## src/rtl/load_store_peak_monitor.sv

```systemverilog
// load_store_peak_monitor
//
// Watches the peak strobe from the load/store ramp stage. It counts peak rising edges, measures
// the rise-to-rise period and checks it against a tolerance window. Each result goes to the
// status/log stage over a valid/ready interface.
//
// Ports:
//   clk         clock, all logic on posedge
//   rst         synchronous reset, active-high
//   sig_in      peak strobe (same clock domain)
//   out_valid   period result available
//   out_ready   consumer accepts result when out_valid && out_ready
//   out_period  measured rise-to-rise period in cycles
//   out_err     measured period lies outside [EXP_PERIOD-TOL, EXP_PERIOD+TOL]
//   peak_count  rising edges seen since reset (wraps)
//   timeout     sticky: period counter saturated without a peak
//   overflow    sticky: a result was dropped because the output was still busy
module load_store_peak_monitor #(
   parameter int unsigned PBITS      = 16,
   parameter int unsigned EXP_PERIOD = 40002,
   parameter int unsigned TOL        = 4,
   parameter int unsigned CNTBITS    = 16
) (
   input  logic               clk,
   input  logic               rst,
   input  logic               sig_in,
   output logic               out_valid,
   input  logic               out_ready,
   output logic [PBITS-1:0]   out_period,
   output logic               out_err,
   output logic [CNTBITS-1:0] peak_count,
   output logic               timeout,
   output logic               overflow
);

   // Window bounds carry one extra bit so EXP_PERIOD+TOL cannot wrap; the low bound clamps at 0.
   localparam logic [PBITS:0] WinLo =
      (EXP_PERIOD > TOL) ? (PBITS+1)'(EXP_PERIOD - TOL) : '0;
   localparam logic [PBITS:0] WinHi = (PBITS+1)'(EXP_PERIOD + TOL);

   typedef enum logic {
      StIdle,
      StMeas
   } state_e;

   state_e               state_q, state_d;
   logic                 sig_d_q, sig_d_d;
   logic [PBITS-1:0]     cnt_q, cnt_d;
   logic                 out_valid_q, out_valid_d;
   logic [PBITS-1:0]     out_period_q, out_period_d;
   logic                 out_err_q, out_err_d;
   logic [CNTBITS-1:0]   peak_count_q, peak_count_d;
   logic                 timeout_q, timeout_d;
   logic                 overflow_q, overflow_d;

   logic                 rise;
   logic                 produce;
   logic                 accept;
   logic [PBITS:0]       p_ext;
   logic                 period_bad;

   always_comb begin
      state_d      = state_q;
      sig_d_d      = sig_in;
      cnt_d        = cnt_q;
      out_valid_d  = out_valid_q;
      out_period_d = out_period_q;
      out_err_d    = out_err_q;
      peak_count_d = peak_count_q;
      timeout_d    = timeout_q;
      overflow_d   = overflow_q;
      produce      = 1'b0;

      rise   = sig_in & ~sig_d_q;
      accept = out_valid_q & out_ready;

      // The counter value at the rise edge is the number of cycles since the previous rise.
      p_ext      = {1'b0, cnt_q};
      period_bad = (p_ext < WinLo) || (p_ext > WinHi);

      if (rise) begin
         peak_count_d = peak_count_q + 1'b1;
      end

      unique case (state_q)
         StIdle: begin
            if (rise) begin
               state_d = StMeas;
               cnt_d   = PBITS'(1);
            end
         end
         StMeas: begin
            if (rise) begin
               produce = 1'b1;
               cnt_d   = PBITS'(1);
            end else if (cnt_q == '1) begin
               // Peak lost: give up on this measurement; the next rise only restarts timing.
               timeout_d = 1'b1;
               state_d   = StIdle;
               cnt_d     = '0;
            end else begin
               cnt_d = cnt_q + 1'b1;
            end
         end
         default: begin
            state_d = StIdle;
            cnt_d   = '0;
         end
      endcase

      if (produce) begin
         // A slot frees up when the current result is being accepted this same cycle.
         if (!out_valid_q || out_ready) begin
            out_valid_d  = 1'b1;
            out_period_d = cnt_q;
            out_err_d    = period_bad;
         end else begin
            overflow_d = 1'b1;
         end
      end else if (accept) begin
         out_valid_d = 1'b0;
      end
   end

   always_ff @(posedge clk) begin
      if (rst) begin
         state_q      <= StIdle;
         sig_d_q      <= 1'b0;
         cnt_q        <= '0;
         out_valid_q  <= 1'b0;
         out_period_q <= '0;
         out_err_q    <= 1'b0;
         peak_count_q <= '0;
         timeout_q    <= 1'b0;
         overflow_q   <= 1'b0;
      end else begin
         state_q      <= state_d;
         sig_d_q      <= sig_d_d;
         cnt_q        <= cnt_d;
         out_valid_q  <= out_valid_d;
         out_period_q <= out_period_d;
         out_err_q    <= out_err_d;
         peak_count_q <= peak_count_d;
         timeout_q    <= timeout_d;
         overflow_q   <= overflow_d;
      end
   end

   assign out_valid  = out_valid_q;
   assign out_period = out_period_q;
   assign out_err    = out_err_q;
   assign peak_count = peak_count_q;
   assign timeout    = timeout_q;
   assign overflow   = overflow_q;

endmodule

```

## config.mk

```make
export PLATFORM = sky130hd
export DESIGN_NAME = load_store_peak_monitor
export DESIGN_NICKNAME = d
export VERILOG_FILES = /design/src/rtl/load_store_peak_monitor.sv
export SDC_FILE = /design/constraint.sdc
export NUM_CORES = 1
export LEC_CHECK = 0
export ABC_AREA = 1
export CORE_ASPECT_RATIO = 0.7
export CORE_UTILIZATION = 43
export CTS_CLUSTER_SIZE = 20
export DETAILED_ROUTE_END_ITERATION = 8
export HOLD_SLACK_MARGIN = 0.1
export PLACE_DENSITY_LB_ADDON = 0.12
export SYNTH_ARGS = -nofsm -noshare
export SYNTH_HDL_FRONTEND = slang
export SYNTH_SLANG_ARGS = --single-unit
```

## constraint.sdc

```tcl
create_clock -name clk -period 1.8 [get_ports clk]
set_input_delay 0.54 -clock clk [delete_from_list [all_inputs] [get_ports clk]]
set_output_delay 0.54 -clock clk [all_outputs]
set_load 0.05 [all_outputs]
```

==> metrics.md <==
| Metric | Value |
|---|---|
| CP Class | `input port to flop` |
| Post-Synth XOR/XNOR Area | `1.998%` |
| Largest net degree at the start of global routing | `31` |
| DRT iter0 DRCs | `166` |
| Max-Cap Viols | `0` |
| Worst-Skew Late Latency | `0.31 ns` |
| Startpoint types | `input port` |
| Final Cycle Share | `91.20%` |
| Vias/cell | `4.852` |
| DP HPWL | `4.553 mm` |
| Hold Crit Start | `overflow` |
| CP max stage cell | `clkdlybuf4s50_1` |
| Critical Path Start | `sig_in` |
| Vias in the first global route | `2,204` |
| LEAKAGE | `1.327 nW` |
| Syn avg cell area | `7.108 sq um` |
| Routed wire length | `6.086 mm` |
| Max Transition Viols Final | `0` |
| Slowest cell delay on critical path | `0.49 ns` |
| EDFF count, synth | `0` |
| Die span in y | `67.43 microns` |
| Final setup violation count | `0` |
| Nets@finish | `430` |
| CTS tree | `done` |
| Fmax | `609.2 MHz` |
| R2R setup slack | `0.19 ns` |
| Synth Area in Adders | `0.9515%` |
| Die area | `6438 sq um` |
| Wire length per cell | `12.17 microns` |
| Core Rows | `23` |
| GRT overflow | `0` |
| Worst-path clk slew | `0.10 ns` |
| Largest cells by area after synthesis | `dfxtp_1 41%, nand2_1 10%, nor2_1 7.7%` |
| Initial antenna violation count | `0` |
| Cts bufs inserted | `5` |
| Count leader, synth | `nand2_1` |
| Total power | `0.002580 W` |
| Clock tree buffer depth | `2` |
| Max transition margin | `78.15%` |
| Crit path cell chain | `clkdlybuf4s50_1 -> nand2_2 -> nor2_1 -> nand4_1 -> o21ai_0 -> nand2_1 -> nor2_1` |
| Initial Util | `45.24%` |
| Synth Instances | `370` |
| IO buf count | `39` |
| GP Congestion | `0.8332` |
| Main combinational cell family by area after synthesis | `simple AND/OR/NAND/NOR gates` |
| DP Area | `3351 sq um` |
| Crit end category | `flop` |
| Compound-Gate Fraction of Synth Area | `15.51%` |
| Synth Cell Area | `2630 sq um` |
| Antenna Cells | `0` |
| Routed via count | `2,426` |
| Ys flop type | `dfxtp_1` |
| Critical Path RT | `2.06 ns` |
| Core Area | `5813 sq um` |
| Crit-path leading delay family | `simple AND/OR/NAND/NOR gates` |
| Post-route DRC | `0` |
| VDD IR max | `0.3680 mV` |
| RSZ-0062 raised after global routing | `no` |
| Hold WS | `0.4847 ns` |
| First-pass GRT wire length | `10.45 mm` |
| Status | `finished clean` |
| CTS H-tree depth | `2` |
| Setup Skew | `0.007575 ns` |
| Post-synthesis sequential area ratio | `41.10%` |
| Clock root cell | `clkbuf_8` |
| Synth Area in Simple Gates | `32.68%` |
| Boundary Pins | `40` |
| Antenna Violating Nets Remaining | `0` |
| Yosys reg bits | `54` |
| Crit path buf inv count | `1` |
| Die Width | `95.48 microns` |
| Total track usage | `21.20%` |
| Synth warn | `0` |
| CP dominant cell by count | `nor2_1` |
| Reg2reg start | `cnt_q[1]` |
| Syn nets | `376` |
| Hold Buf Count CTS | `0` |
| Worst path arrival time | `1.90 ns` |
| Worst min-delay path class | `flop to flop` |
| # fillers | `534` |
| Layout area overhead | `33.02%` |
| Asr flop ratio synth | `0%` |
| Slew @ Worst Pin | `0.3273 ns` |
| Post-synth top area share | `41.10%` |
| P per Cell Area | `737.5 nW/um^2` |
| Post-route cell area | `3498 sq um` |
| Layout cells sized above 1 | `25.41%` |
| Inst Count DP | `492` |
| Synth cell count leaders | `73 x nand2_1, 54 x dfxtp_1, 54 x nor2_1` |
| First-pass detailed-route iteration total | `4` |
| Post-Layout Cell Count | `500` |
| Library cells used by synthesis | `31` |
| Multiplexer share of the synthesized area | `0%` |
| Final Hold Violating Endpoints | `0` |
| Final worst path period need | `1.642 ns` |
| CTS Sinks | `54` |
| Leading area contributor after synthesis | `dfxtp_1` |
| Critical path fanouts, max | `5` |
-- final cells by class --
type | count | area (sq um) | share of cell area (%)
multi-input combinational | 267 | 1350 | 38.59
timing repair buffer | 59 | 688.2 | 19.67
inverter | 37 | 142.6 | 4.077
clock inverter | 2 | 60.06 | 1.717
sequential | 54 | 1081 | 30.90
tap | 75 | 93.84 | 2.682
clock buffer | 6 | 82.58 | 2.361
-- where the power goes --
| part | internal [W] | leakage, nW | switching [W] |
|---|---|---|---|
| logic | 0.000120 | 0.817 | 0.000207 |
| registers | 0.00123 | 0.438 | 0.0000208 |
| clock network | 0.000593 | 0.0714 | 0.000412 |
| total | 0.00194 | 1.33 | 0.000640 |
-- layer usage --
layer  GRT usage [%]  share of wire [%]
met5               0                  0
met4           5.784               0.84
met3           4.392                4.2
met2           31.70                 42
met1           30.77                 53
-- path summary, 6_finish.rpt --
kind | depth (start not counted) | endpoint
worst max-delay path | 7 | peak_count[11]
worst min-delay path | 2 | overflow
worst max register to register | 9 | cnt_q[11]
worst min register to register | 2 | overflow
-- sequential cells by signal, indices dropped and copies added (netlist names) --
name and count:
cnt_q 16, out_err 1, out_period 16, out_valid 1, overflow 1, peak_count 16
sig_d_q 1, state_q 1, timeout 1
-- metrics by stage --
stage,utilization [%],worst slack (ns),setup TNS (ns)
2_1_floorplan,-,0.03955,0
6_report,60.18,0.1584,0
3_3_place_gp,57.64,-0.1390,-3.646
5_1_grt,60.18,0.01024,0
4_1_cts,60.09,0.1123,0
3_5_place_dp,57.64,-0.2102,-4.496
-- cells by family after synthesis --
group	Yosys count
AND/OR/NAND/NOR	186
AO/OA/AOI/OAI	73
flip-flops	54
buffers and inverters	49
XOR/XNOR	6
adder cells (fa/ha/maj)	2
-- worst register-to-register path: stages (launching register included) --
cell     delay (ns)
dfxtp_1        0.43
ha_1           0.21
nand2_2        0.09
nor2_4         0.17
nand2_4        0.09
nor2_4         0.16
nor2_4         0.05
buf_12         0.15
nand3_1        0.08
a21oi_1        0.06
-- layout by cell type (no fill, tap or decap), drive strengths merged, types with 3 or more instances in the layout --
master          n
buf            56
inv            36
dfxtp          54
nand2          88
nor3            7
a21oi          36
o21ai          34
clkbuf          6
or2             3
nand4           3
nand3          20
nor2           62
clkdlybuf4s50   3
xor2            4
-- timing repair --
item | in CTS | in global routing
setup buffers | 0 | 0
endpoints found under the setup margin | 0 | 1
resized for setup | 0 | 1
(Power assumes the default switching activity.)
